--- src/rtl/hemaia_mem_superbank_arbiter.sv ---
// Superbank arbiter: one wide port against per-bank narrow ports onto B 64-bit SRAM banks.
// Fair mode bounds narrow starvation; the wide port owns the slot right after a forced narrow cycle.
module hemaia_mem_superbank_arbiter #(
  parameter int BanksPerSuperBank = 4,
  parameter int MemAddrWidth      = 10,
  parameter int MemLatency        = 1,
  parameter int ArbMode           = 1,
  parameter int StarveLimit       = 8
) (
  input  logic                                    clk_i,
  input  logic                                    rst_i,
  input  logic                                    wide_q_valid_i,
  output logic                                    wide_q_ready_o,
  input  logic [MemAddrWidth-1:0]                 wide_q_addr_i,
  input  logic                                    wide_q_write_i,
  input  logic [64*BanksPerSuperBank-1:0]         wide_q_data_i,
  input  logic [8*BanksPerSuperBank-1:0]          wide_q_strb_i,
  output logic                                    wide_p_valid_o,
  output logic [64*BanksPerSuperBank-1:0]         wide_p_data_o,
  input  logic [BanksPerSuperBank-1:0]            nar_q_valid_i,
  output logic [BanksPerSuperBank-1:0]            nar_q_ready_o,
  input  logic [BanksPerSuperBank*MemAddrWidth-1:0] nar_q_addr_i,
  input  logic [BanksPerSuperBank-1:0]            nar_q_write_i,
  input  logic [BanksPerSuperBank*64-1:0]         nar_q_data_i,
  input  logic [BanksPerSuperBank*8-1:0]          nar_q_strb_i,
  output logic [BanksPerSuperBank-1:0]            nar_p_valid_o,
  output logic [BanksPerSuperBank*64-1:0]         nar_p_data_o,
  output logic [BanksPerSuperBank-1:0]            mem_cs_o,
  output logic [BanksPerSuperBank-1:0]            mem_wen_o,
  output logic [BanksPerSuperBank*MemAddrWidth-1:0] mem_add_o,
  output logic [BanksPerSuperBank*8-1:0]          mem_be_o,
  output logic [BanksPerSuperBank*64-1:0]         mem_wdata_o,
  input  logic [BanksPerSuperBank*64-1:0]         mem_rdata_i,
  output logic [31:0]                             wide_stall_cnt_o
);
  localparam int B  = BanksPerSuperBank;
  localparam int AW = MemAddrWidth;
  localparam int SW = $clog2(StarveLimit + 1);

  logic [SW-1:0] starve_cnt [B];
  logic [B-1:0]  at_limit;
  logic          wide_owed;
  logic          force_nar;
  logic          wide_gnt;
  logic [B-1:0]  nar_gnt;
  logic [B:0]    rsp_in;
  logic [B:0]    rsp_pipe [MemLatency];

  always_comb begin
    at_limit = '0;
    for (int j = 0; j < B; j++) at_limit[j] = (starve_cnt[j] == SW'(StarveLimit));
  end

  // Owed wide access beats a pending force so the wide port cannot be starved in turn.
  always_comb begin
    wide_gnt  = 1'b0;
    nar_gnt   = '0;
    force_nar = 1'b0;
    if (!rst_i) begin
      if (ArbMode != 0 && wide_owed && wide_q_valid_i) begin
        wide_gnt = 1'b1;
      end else if (ArbMode != 0 && (|at_limit) && !wide_owed) begin
        force_nar = 1'b1;
        nar_gnt   = nar_q_valid_i;
      end else begin
        wide_gnt = wide_q_valid_i;
        nar_gnt  = nar_q_valid_i & ~{B{wide_q_valid_i}};
      end
    end
  end

  assign wide_q_ready_o = wide_gnt;
  assign nar_q_ready_o  = nar_gnt;

  always_comb begin
    mem_cs_o    = '0;
    mem_wen_o   = '0;
    mem_add_o   = '0;
    mem_be_o    = '0;
    mem_wdata_o = '0;
    for (int j = 0; j < B; j++) begin
      if (wide_gnt) begin
        mem_cs_o[j]              = 1'b1;
        mem_wen_o[j]             = wide_q_write_i;
        mem_add_o[j*AW +: AW]    = wide_q_addr_i;
        mem_be_o[j*8 +: 8]       = wide_q_strb_i[j*8 +: 8];
        mem_wdata_o[j*64 +: 64]  = wide_q_data_i[j*64 +: 64];
      end else if (nar_gnt[j]) begin
        mem_cs_o[j]              = 1'b1;
        mem_wen_o[j]             = nar_q_write_i[j];
        mem_add_o[j*AW +: AW]    = nar_q_addr_i[j*AW +: AW];
        mem_be_o[j*8 +: 8]       = nar_q_strb_i[j*8 +: 8];
        mem_wdata_o[j*64 +: 64]  = nar_q_data_i[j*64 +: 64];
      end
    end
  end

  assign rsp_in = {wide_gnt & ~wide_q_write_i, nar_gnt & ~nar_q_write_i};

  always_ff @(posedge clk_i or posedge rst_i) begin
    if (rst_i) begin
      for (int j = 0; j < B; j++) starve_cnt[j] <= '0;
      for (int i = 0; i < MemLatency; i++) rsp_pipe[i] <= '0;
      wide_owed        <= 1'b0;
      wide_stall_cnt_o <= '0;
    end else begin
      for (int j = 0; j < B; j++) begin
        if (nar_q_valid_i[j] && !nar_gnt[j])
          starve_cnt[j] <= at_limit[j] ? starve_cnt[j] : starve_cnt[j] + SW'(1);
        else
          starve_cnt[j] <= '0;
      end
      if (force_nar)
        wide_owed <= 1'b1;
      else if (wide_owed && (wide_gnt || !wide_q_valid_i))
        wide_owed <= 1'b0;
      if (wide_q_valid_i && !wide_gnt && wide_stall_cnt_o != '1)
        wide_stall_cnt_o <= wide_stall_cnt_o + 32'd1;
      rsp_pipe[0] <= rsp_in;
      for (int i = 1; i < MemLatency; i++) rsp_pipe[i] <= rsp_pipe[i-1];
    end
  end

  assign wide_p_valid_o = rsp_pipe[MemLatency-1][B];
  assign nar_p_valid_o  = rsp_pipe[MemLatency-1][B-1:0];
  assign wide_p_data_o  = mem_rdata_i;
  assign nar_p_data_o   = mem_rdata_i;

endmodule

--- config.mk ---
export PLATFORM = sky130hd
export DESIGN_NAME = hemaia_mem_superbank_arbiter
export DESIGN_NICKNAME = d
export VERILOG_FILES = /design/src/rtl/hemaia_mem_superbank_arbiter.sv
export SDC_FILE = /design/constraint.sdc
export NUM_CORES = 1
export LEC_CHECK = 0
export CORE_AREA = 2 2 689 691
export DETAILED_ROUTE_END_ITERATION = 8
export DIE_AREA = 0 0 691 693
export SLEW_MARGIN = 25
export SYNTH_ARGS = -nofsm -noshare
export SYNTH_HDL_FRONTEND = slang
export SYNTH_SLANG_ARGS = --single-unit
--- constraint.sdc ---
create_clock -name clk_i -period 2.1 [get_ports clk_i]
set_input_delay 0.42 -clock clk_i [delete_from_list [all_inputs] [get_ports clk_i]]
set_output_delay 0.42 -clock clk_i [all_outputs]
set_load 0.02 [all_outputs]
==> metrics.md, run 1 <==
| Metric | Value |
|---|---|
| Crit Path Class | register to primary output |
| Total gr overflow | 0 |
| Clock skew | 0.00901 ns |
| Fmax | 0.317 GHz |
| Final setup margin | -1.05 ns |
| Pre-antenna DRT Iters | 5 |
| CTS clk-pin slew, worst paths | 0.08 ns |
| Syn nets | 2083 |
| Remaining antenna violation count | 0 |
| Critical Path Fanout Max | 7 |
| Top delay family on crit path | buffers and inverters |
| I/O pin count | 1784 |
| Most common cell in the netlist | buf_4 |
| Max-Cap Viols | 0 |
| Mapped cell area | 10000 sq um |
| YS warnings | 0 |
| Final hold violations | 0 |
| Hold_sp | wide_stall_cnt_o[17] |
| Synth Area in XOR/XNOR | 0.0376 |
| Fin. max-slew vios | 0 |
| Worst-Margin Slew | 0.514 ns |
| Worst path cell trace | inv_2 -> ha_4 -> nand3b_4 -> a41o_1 -> buf_6 -> nand2_4 -> nor2_4 -> buf_12 -> buf_16 -> clkbuf_16 -> buf_4 -> a22o_4 -> buf_12 |
| Most frequent cells after synthesis | 529 x buf_4, 332 x a22o_1, 54 x dfrtp_1 |
| Port bufs | 1015 |
| Placed Instances | 8042 |
| Most used cell, CP | buf_12 |
| Final nets | 2771 |
| Die Y | 693 um |
| # fillers | 54900 |
| Async SR Flop Fraction | 1.00 |
| Reg2reg setup slack | -0.43 ns |
| Largest net degree at the start of global routing | 33 |
| Crit path buffers/inverters | 7 |
| Final setup violation count | 373 |
| Worst hold path type | register to register |
| Die area | 479000 sq um |
| Layout Utilization | 0.0705 |
| Initial Util | 0.0212 |
| Slew HR | 0.656 |
| Global-route wire length before repair | 446000 um |
| Largest family of logic cells by synthesized area | buffers and inverters |
| Vias in the first global route | 14200 |
| RSZ-0062 raised after global routing | yes |
| Max Buffers Root-to-Sink | 2 |
| Leak | 0.0114 uW |
| Routed via count | 16000 |
| Fin crit share | 1.50 |
| Core Area | 472000 sq um |
| Synth area leaders | buf_4 40%, a22o_1 29%, dfrtp_1 13%, xor2_1 3.1%, buf_2 2.0% |
| Worst VDD drop | 261 uV |
| Fin cells | 8210 |
| Setup crit end kind | primary output |
| Post-synthesis simple-gate area fraction | 0.0744 |
| WL per Instance | 50.2 um |
| Leading area contributor after synthesis | buf_4 |
| Slowest cell on crit path | dfrtp_1 |
| Crit path launch type | register |
| DR vias/cell | 1.94 |
| Share of layout cells above drive strength 1 | 0.481 |
| Htree depth | 2 |
| Initial antenna violation count | 370 |
| Row cnt | 253 |
| Tmin final | 3.15 ns |
| Complex-gate fraction of the synthesized area | 0.301 |
| Yosys top cell area share | 0.396 |
| Sequential share of the synthesized area | 0.135 |
| Post-synthesis mux area share | 0.00112 |
| Routed WL | 412000 um |
| P&R area growth vs syn | 232% |
| Clock latency on the worst-skew pair | 0.31 ns |
| Worst Path Required | 1.68 ns |
| Routability Congestion | 1.05 |
| CTS tree | yes |
| PwrDens | 296 nW/um^2 |
| Mapped Cells | 1180 |
| Drt drc | 0 |
| Slowest stage delay, CP | 0.40 ns |
| Status | complete, but fails checks |
| Synth unique cells | 44 |
| Root buffer cell | clkbuf_16 |
| Clock sink count | 54 |
| Die Width | 691 um |
| Initial DRC count | 1098 |
| Worst setup startpoint | starve_cnt[13] |
| Worst r2r src | starve_cnt[13] |
| Adder-cell share of the synthesized area | 0.0112 |
| Number of flops mapped to enable cells by yosys | 0 |
| Failing checks | negative setup slack |
| Inserted Clock Buffers | 5 |
| Final HPWL from detailed placement | 392000 um |
| WP data arrival | 2.73 ns |
| Overall global routing resource usage | 0.165 |
| Synthesis-stage register bit count | 54 |
| Dominant synthesized flop cell | dfrtp_1 |
| Avg Cell Area, Syn | 8.49 sq um |
[routing by layer]
layer,track usage,up-vias,part of all wire
li1,-,5269,-
met4,0.0473,118,0.039
met2,0.276,2693,0.47
met3,0.165,754,0.21
met5,0.00680,-,0.0030
met1,0.132,7129,0.28
[registers in the layout, indices dropped and copies added, names as in the netlist]
register,count
starve_cnt,16
rsp_pipe,5
wide_owed,1
wide_stall_cnt_o,32
[report_power, final]
part           switching, uW  internal (uW)  total [uW]
registers                110           1120        1230
clock network            441            481         922
logic                   3830           3870        7700
total                   4380           5480        9860
[worst register-to-register path: stages, from the launching register on]
cell and delay, ns:
dfrtp_1 0.40, inv_2 0.09, ha_4 0.14, nand3b_4 0.07, buf_4 0.13, buf_4 0.12, buf_4 0.14, a41oi_1 0.29
buf_4 0.25, o211ai_1 0.10, buf_4 0.20, nor4b_1 0.35, xor2_1 0.18
[final cells by class]
cell class,count,area (sq um),share of cell area
repair buffers,1269,17000,0.512
well taps,6247,7820,0.235
multi-input cells,520,6550,0.197
flip-flops and latches,54,1350,0.0406
diodes,94,235,0.00707
clock buffers,6,139,0.00417
inverters,17,124,0.00372
clock inverters,2,16.3,0.000489
repair inverters,1,16.3,0.000489
[kinds of logic after synthesis]
family | count (synthesis)
AOI/OAI and AO/OA | 348
adders and majority gates | 9
xor gates and xnor gates | 43
muxes | 1
and+or+nand+nor | 119
buffers and inverters | 606
DFF | 54
[placed cells by master (no fill, tap or decap), types with 13 or more instances in the layout]
cell type and count:
clkdlybuf4s50_1 668, buf_12 401, a22o_4 247, buf_4 113, diode_2 94, a22o_1 69, dfrtp_1 54, xor2_1 35
buf_6 30, nor2_1 29, clkbuf_16 17, buf_16 17, a22o_2 16, buf_8 15, nor3_1 14, nand3_1 14
nand2_1 13
[per-stage QoR]
stage                     power, uW  setup slack [ns]  hold slack [ns]  TNS (ns)  area [sq um]
final                          9860             -1.05            0.500   -321.73         33300
after global routing          10200             -1.14            0.513   -368.20         33200
after CTS                      9940             -1.08            0.496   -338.46         32200
after detailed placement       8620             -1.19            0.486   -307.02         30500
after global placement         8620             -1.25            0.478   -325.92         30500
after floorplan                4260            -0.241            0.486    -67.56         11400
[timing repair]
| item | CTS | global route |
|---|---|---|
| gates cloned | 10 | 12 |
| buffers inserted | 30 | 22 |
| pin swaps | 43 | 30 |
| hold buffers | 0 | 0 |
| resized for setup | 264 | 118 |
| setup endpoints to repair | 373 | 373 |
| endpoints found under the hold margin | 0 | 0 |
[path summary, 6_finish.rpt]
| path | cells past startpoint | to |
|---|---|---|
| hold / removal | 1 | wide_stall_cnt_o[17] |
| min in group asynchronous | 5 | rsp_pipe[2] |
| setup / recovery | 13 | mem_wdata_o[65] |
| hold reg to reg | 1 | wide_stall_cnt_o[17] |
| setup reg to reg | 12 | wide_stall_cnt_o[17] |
| max in group asynchronous | 5 | wide_stall_cnt_o[20] |
No activity file was read; power rests on OpenSTA's default activity.
==> run 2, diff against run 1 <==
GPL_TIMING_DRIVEN = 0   (was default)
==> metrics.md, run 2 (same netlist as run 1, synthesis figures left out) <==
| Metric | Value |
|---|---|
| CTS tree | yes (unchanged) |
| Total power | 12700 uW (was 9860 uW) |
| Cts hold-fix bufs | 0 (unchanged) |
| Vias in the first global route | 17800 (was 14200) |
| Global-route wire length before repair | 452000 um (was 446000 um) |
| Core Area | 472000 sq um (unchanged) |
| PwrDens | 320 nW/um^2 (was 296 nW/um^2) |
| Setup crit end kind | primary output (unchanged) |
| Final hold violations | 0 (unchanged) |
| Largest regs | wide_stall_cnt_o (32), starve_cnt (16), rsp_pipe (5) (unchanged) |
| Crit Path Class | register to primary output (unchanged) |
| Routed via count | 19400 (was 16000) |
| Routed WL | 419000 um (was 412000 um) |
| Fin. max-slew vios | 0 (unchanged) |
| Remaining antenna violation count | 0 (unchanged) |
| Initial Util | 0.0212 (unchanged) |
| Root buffer cell | clkbuf_16 (unchanged) |
| DR vias/cell | 2.12 (was 1.94) |
| Biggest register | wide_stall_cnt_o (unchanged) |
| Total gr overflow | 0 (unchanged) |
| Overall global routing resource usage | 0.165 (about the same) |
| Max-Cap Viols | 0 (unchanged) |
| Worst Path Required | 1.68 ns (about the same) |
| RSZ-0062 raised after global routing | yes (unchanged) |
| Status | complete, but fails checks (unchanged) |
| Die Width | 691 um (unchanged) |
| Pre-antenna DRT Iters | 5 (unchanged) |
| Final setup violation count | 375 (was 373) |
| Clock latency on the worst-skew pair | 0.32 ns (was 0.31 ns) |
| Largest net degree at the start of global routing | 33 (unchanged) |
| Initial DRC count | 1632 (was 1098) |
| Max Buffers Root-to-Sink | 2 (unchanged) |
| P&R area growth vs syn | 297% (was 232%) |
| Most frequent cells in the layout | 1178 x clkdlybuf4s50_1, 603 x buf_4, 268 x a22o_4 (was 668 x clkdlybuf4s50_1, 401 x buf_12, 247 x a22o_4) |
| Number of flip-flops under the largest register name | 32 (unchanged) |
| Row cnt | 253 (unchanged) |
| Htree depth | 2 (unchanged) |
| Die Y | 693 um (unchanged) |
| Crit path launch type | register (unchanged) |
| WL per Instance | 45.7 um (was 50.2 um) |
| Routability Congestion | 1.18 (was 1.05) |
| Final HPWL from detailed placement | 394000 um (was 392000 um) |
| Critical Path Fanout Max | 8 (was 7) |
| Failing checks | negative setup slack (unchanged) |
| Worst VDD drop | 254 uV (was 261 uV) |
| Fin crit share | 1.52 (was 1.50) |
| Clock skew | 0.0141 ns (was 0.00901 ns) |
| Leak | 0.0150 uW (was 0.0114 uW) |
| Worst hold path type | register to register (unchanged) |
| Worst-Margin Slew | 1.03 ns (was 0.514 ns) |
| Fmax | 0.314 GHz (was 0.317 GHz) |
| Slew HR | 0.309 (was 0.656) |
| Most common cell after layout, fill and taps aside | clkdlybuf4s50_1 (unchanged) |
| Port bufs | 1527 (was 1015) |
| Placement Cell Area | 34400 sq um (was 30500 sq um) |
| FF-to-FF path depth | 10 (was 12) |
| Share of layout cells above drive strength 1 | 0.479 (was 0.481) |
| Tmin final | 3.19 ns (was 3.15 ns) |
| Die area | 479000 sq um (unchanged) |
| WHS Path Cells | 1 (unchanged) |
| CTS clk-pin slew, worst paths | 0.09 ns (was 0.08 ns) |
| WP data arrival | 2.77 ns (was 2.73 ns) |
| Initial antenna violation count | 334 (was 370) |
| Clock sink count | 54 (unchanged) |
| Inserted Clock Buffers | 5 (unchanged) |
| Drt drc | 0 (unchanged) |
| Final setup margin | -1.09 ns (was -1.05 ns) |
| I/O pin count | 1784 (unchanged) |
| Final nets | 3716 (was 2771) |
| Final instance area | 39800 sq um (was 33300 sq um) |
==> run 2: cell types whose count changed in the layout (fill, tap and decap cells not counted), sizes merged, moves of 4 or more <==
cell           delta
clkdlybuf4s15     +4
clkdlybuf4s50   +510
diode             +9
dlygate4sd2       -6
buf             +421
clkbuf           +17
==> run 2: routing by layer <==
metal | global-route usage | wire (um) | vias up
met1 | 0.152 | 134000 | 9195
li1 | - | - | 7188
met4 | 0.0553 | 18800 | 144
met5 | 0.00180 | 1390 | -
met3 | 0.134 | 71900 | 697
met2 | 0.274 | 193000 | 2169
==> run 2: critical path: stages, from the launching register on <==
cell,delay [ns]
dfrtp_1,0.41
inv_2,0.09
ha_4,0.14
nand3b_4,0.09
a41o_4,0.33
a21oi_4,0.15
buf_12,0.18
nand2_8,0.09
inv_12,0.11
buf_16,0.17
buf_16,0.21
a22o_1,0.20
buf_12,0.15
==> run 2: final timing paths <==
kind / startpoint / to / slack [ns]
worst min-delay path: wide_stall_cnt_o[4] / wide_stall_cnt_o[4] / 0.50
max in group asynchronous: rst_i / wide_stall_cnt_o[6] / 0.24
min in group asynchronous: rst_i / rsp_pipe[0] / 1.33
worst min register to register: wide_stall_cnt_o[4] / wide_stall_cnt_o[4] / 0.50
worst max-delay path: starve_cnt[13] / mem_wdata_o[91] / -1.09
worst max register to register: starve_cnt[13] / wide_stall_cnt_o[6] / -0.56
==> run 2: through the flow <==
step	cells	util	setup slack (ns)	setup TNS, ns	hold slack [ns]
6_report	9163	0.0842	-1.09	-342.76	0.495
5_1_grt	9111	0.0840	-1.16	-377.48	0.508
3_3_place_gp	8954	0.0731	-3.69	-1038.48	0.474
3_5_place_dp	8955	0.0727	-3.56	-895.18	0.482
2_1_floorplan	1180	-	-0.241	-67.56	0.486
4_1_cts	9004	0.0786	-1.18	-376.08	0.491
==> run 2: repair_timing <==
action | CTS | global route
gates cloned | 8 | 24
resized for setup | 2308 | 461
setup endpoints to repair | 385 | 382
pin swaps | 48 | 100
buffers inserted | 35 | 34
==> run 2: cell type report <==
cell class,count,area (sq um)
clock buffer,5,125
clock inverter,2,13.8
sequential,54,1350
multi-input combinational,520,6730
buffer,587,5090
tap,6247,7820
antenna,103,258
fill,54900,433000
timing repair buffer,1628,18300
inverter,17,110
==> run 2: power by group <==
part           internal (uW)  switching, uW
logic                   4700           5890
clock network            442            466
registers               1120            114
==> run 3, diff against run 2 <==
ABC_AREA = 1   (was default)
CELL_PAD_IN_SITES_DETAIL_PLACEMENT = 0   (was default)
CELL_PAD_IN_SITES_GLOBAL_PLACEMENT = 1   (was default)
CORE_AREA = 2 2 695 697   (was 2 2 689 691)
DIE_AREA = 0 0 697 699   (was 0 0 691 693)
PLACE_DENSITY_LB_ADDON = 0.1   (was default)
==> metrics.md, run 3 <==
| Metric | Value |
|---|---|
| Mapped cell area | 11300 sq um (was 10000 sq um) |
| Dominant synthesized flop cell | dfrtp_1 (unchanged) |
| Initial antenna violation count | 139 (was 334) |
| Reg2reg setup slack | -0.53 ns (was -0.56 ns) |
| Global-route wire length before repair | 364000 um (was 452000 um) |
| Critical Path Fanout Max | 6 (was 8) |
| Async SR Flop Fraction | 1.00 (unchanged) |
| Fmax | 0.308 GHz (was 0.314 GHz) |
| Initial DRC count | 811 (was 1632) |
| YS warnings | 0 (unchanged) |
| Sequential share of the synthesized area | 0.119 (was 0.135) |
| Overall global routing resource usage | 0.125 (was 0.165) |
| Most common cell after layout, fill and taps aside | clkdlybuf4s50_1 (unchanged) |
| Drt drc | 0 (unchanged) |
| Final HPWL from detailed placement | 298000 um (was 394000 um) |
| Slowest stage delay, CP | 0.40 ns (was 0.41 ns) |
| Setup crit end kind | primary output (unchanged) |
| Placement Cell Area | 35300 sq um (was 34400 sq um) |
| Core Area | 480000 sq um (was 472000 sq um) |
| Worst Path Required | 1.68 ns (about the same) |
| Row cnt | 255 (was 253) |
| WP data arrival | 2.83 ns (was 2.77 ns) |
| Final hold violations | 0 (unchanged) |
| Htree depth | 2 (unchanged) |
| Synth area leaders | nand2_1 38%, buf_4 35%, dfrtp_1 12%, buf_6 2.7%, nor2_1 2.3% (was buf_4 40%, a22o_1 29%, dfrtp_1 13%, xor2_1 3.1%, buf_2 2.0%) |
| Final setup violation count | 390 (was 375) |
| Clock skew | 0.0195 ns (was 0.0141 ns) |
| Die Y | 699 um (was 693 um) |
| CTS clk-pin slew, worst paths | 0.10 ns (was 0.09 ns) |
| Number of flops mapped to enable cells by yosys | 0 (unchanged) |
| Total power | 11400 uW (was 12700 uW) |
| Worst-Margin Slew | 0.841 ns (was 1.03 ns) |
| Worst VDD drop | 293 uV (was 254 uV) |
| Max Buffers Root-to-Sink | 2 (unchanged) |
| Fin cells | 10200 (was 9163) |
| Slowest cell on crit path | dfrtp_1 (unchanged) |
| Complex-gate fraction of the synthesized area | 0.00365 (was 0.301) |
| Yosys top cell area share | 0.384 (was 0.396) |
| I/O pin count | 1784 (unchanged) |
| PwrDens | 271 nW/um^2 (was 320 nW/um^2) |
| Pre-antenna DRT Iters | 5 (unchanged) |
| Share of layout cells above drive strength 1 | 0.447 (was 0.479) |
| Max-Cap Viols | 0 (unchanged) |
| Post-synthesis mux area share | 0 (was 0.00112) |
| Most frequent cells after synthesis | 1158 x nand2_1, 528 x buf_4, 70 x nor2_1 (was 529 x buf_4, 332 x a22o_1, 54 x dfrtp_1) |
| # fillers | 56100 (was 54900) |
| CTS tree | yes (unchanged) |
| Leading area contributor after synthesis | nand2_1 (was buf_4) |
| Biggest register | wide_stall_cnt_o (unchanged) |
| Largest net degree at the start of global routing | 32 (was 33) |
| Synth Area in XOR/XNOR | 0.0201 (was 0.0376) |
| P&R area growth vs syn | 270% (was 297%) |
| Crit Path Class | register to primary output (unchanged) |
| RSZ-0062 raised after global routing | yes (unchanged) |
| Number of flip-flops under the largest register name | 32 (unchanged) |
| Fin crit share | 1.55 (was 1.52) |
| Avg Cell Area, Syn | 5.64 sq um (was 8.49 sq um) |
| Inserted Clock Buffers | 5 (unchanged) |
| Adder-cell share of the synthesized area | 0.00994 (was 0.0112) |
| Syn nets | 2910 (was 2083) |
| Final setup margin | -1.15 ns (was -1.09 ns) |
| Post-synthesis simple-gate area fraction | 0.445 (was 0.0744) |
| DR vias/cell | 1.92 (was 2.12) |
| Total gr overflow | 0 (unchanged) |
| Vias in the first global route | 20500 (was 17800) |
| Routed via count | 19500 (was 19400) |
| Crit path launch type | register (unchanged) |
| Remaining antenna violation count | 0 (unchanged) |
| Routability Congestion | 0.844 (was 1.18) |
| Leak | 0.0162 uW (was 0.0150 uW) |
| Pre-CTS WS | -3.76 ns (was -3.56 ns) |
| Initial Util | 0.0236 (was 0.0212) |
| Synth unique cells | 23 (was 44) |
| Worst path cell trace | inv_1 -> ha_2 -> nand2_2 -> nor2_4 -> nor2_4 -> nand2_2 -> nand2_4 -> nand3_4 -> inv_12 -> buf_12 -> buf_16 -> buf_12 -> buf_16 -> buf_12 -> buf_12 -> nand2_2 -> nand2_4 -> buf_6 (was inv_2 -> ha_4 -> nand3b_4 -> a41o_4 -> a21oi_4 -> buf_12 -> nand2_8 -> inv_12 -> buf_16 -> buf_16 -> a22o_1 -> buf_12) |
| Die Width | 697 um (was 691 um) |
| Largest regs | wide_stall_cnt_o (32), starve_cnt (16), rsp_pipe (5) (unchanged) |
| WL per Instance | 31.2 um (was 45.7 um) |
| Clock latency on the worst-skew pair | 0.34 ns (was 0.32 ns) |
| Fin. max-slew vios | 0 (unchanged) |
| Clock sink count | 54 (unchanged) |
| Layout Utilization | 0.0873 (was 0.0842) |
| Final nets | 4607 (was 3716) |
| Port bufs | 1527 (unchanged) |
| Largest family of logic cells by synthesized area | simple AND/OR/NAND/NOR gates (was buffers and inverters) |
| Tmin final | 3.25 ns (was 3.19 ns) |
| Die area | 487000 sq um (was 479000 sq um) |
| Placed Instances | 9959 (was 8955) |
| Routed WL | 317000 um (was 419000 um) |
| Final instance area | 41900 sq um (was 39800 sq um) |
| Worst hold path type | input pin to async pin (was register to register) |
| Root buffer cell | clkbuf_16 (unchanged) |
| Status | complete, but fails checks (unchanged) |
| Most common cell in the netlist | nand2_1 (was buf_4) |
| Failing checks | negative setup slack (unchanged) |
| Mapped Cells | 2007 (was 1180) |
| Slew HR | 0.438 (was 0.309) |
| Synthesis-stage register bit count | 54 (unchanged) |
| Most frequent cells in the layout | 1186 x clkdlybuf4s50_1, 629 x buf_4, 616 x nand2_1 (was 1178 x clkdlybuf4s50_1, 603 x buf_4, 268 x a22o_4) |
| Most used cell, CP | buf_12 |
-- run 3: cell count changes in the layout (fill, tap and decap cells not counted), moves of 39 or more --
| cell | before | now |
|---|---|---|
| a22o_4 | 268 | 0 |
| nand2_4 | 0 | 186 |
| nand2_1 | 13 | 616 |
| nand2_2 | 1 | 277 |
| nand2_8 | 4 | 83 |
| a22o_1 | 62 | 0 |
| nor2_1 | 29 | 68 |
| diode_2 | 103 | 24 |
-- run 3: area by class of cell --
| class | count | area, sq um | share of cell area |
|---|---|---|---|
| antenna | 24 | 60.1 | 0.00143 |
| buffer | 584 | 5020 | 0.120 |
| clock buffer | 5 | 125 | 0.00298 |
| clock inverter | 2 | 15.0 | 0.000358 |
| inverter | 26 | 143 | 0.00340 |
| multi-input combinational | 1337 | 8920 | 0.213 |
| sequential | 54 | 1350 | 0.0322 |
| tap | 6425 | 8040 | 0.192 |
| timing repair buffer | 1695 | 18200 | 0.435 |
| timing repair inverter | 1 | 8.76 | 0.000209 |
-- run 3: stage by stage --
stage / hold WS (ns) / setup TNS (ns)
6_report: 0.295 / -345.00
5_1_grt: 0.318 / -403.46
4_1_cts: 0.319 / -417.82
3_5_place_dp: 0.484 / -1038.93
3_3_place_gp: 0.481 / -1041.19
2_1_floorplan: 0.316 / -6.91
-- run 3: worst max-delay path, delay by kind of cell, from the launching register on --
kind | cells | cell delay [ns]
fa+ha+maj | 1 | 0.17
buf+inv | 9 | 1.13
flops | 1 | 0.40
simple gates | 8 | 0.75
-- run 3: worst paths after layout --
path | startpoint | endpoint | depth (start not counted)
max | starve_cnt[13] | mem_be_o[14] | 18
min | rst_i | wide_stall_cnt_o[26] | 2
max reg2reg | wide_stall_cnt_o[0] | wide_stall_cnt_o[26] | 10
min reg2reg | wide_owed | wide_owed | 2
max in group asynchronous | rst_i | starve_cnt[7] | 2
min in group clk_i | wide_owed | wide_owed | 2
-- run 3: cell families (layout without fill, tap and decap cells) --
| family | Yosys count | in the layout |
|---|---|---|
| compound gates | 7 | 7 |
| xor+xnor | 26 | 26 |
| fa+ha+maj | 9 | 9 |
| buf+inv | 616 | 2313 |
| flops | 54 | 54 |
| other cells | 0 | 24 |
| simple gates | 1295 | 1295 |
-- run 3: repair_timing --
action	in CTS	in global routing
pin swaps	120	58
gates resized for setup	2508	489
setup endpoints to repair	420	399
cloned	16	1
buffers inserted	103	58
hold buffers	0	0
-- run 3: power by group --
part           internal, uW  switching, uW
clock network           444            587
logic                  4300           4920
registers              1070           46.2
-- run 3: metal layers --
metal	share of wire	GRT usage	wire (um)
met1	0.36	0.130	113000
met2	0.54	0.243	171000
met3	0.085	0.0465	26900
met4	0.019	0.0153	5940
met5	0.00096	0	304
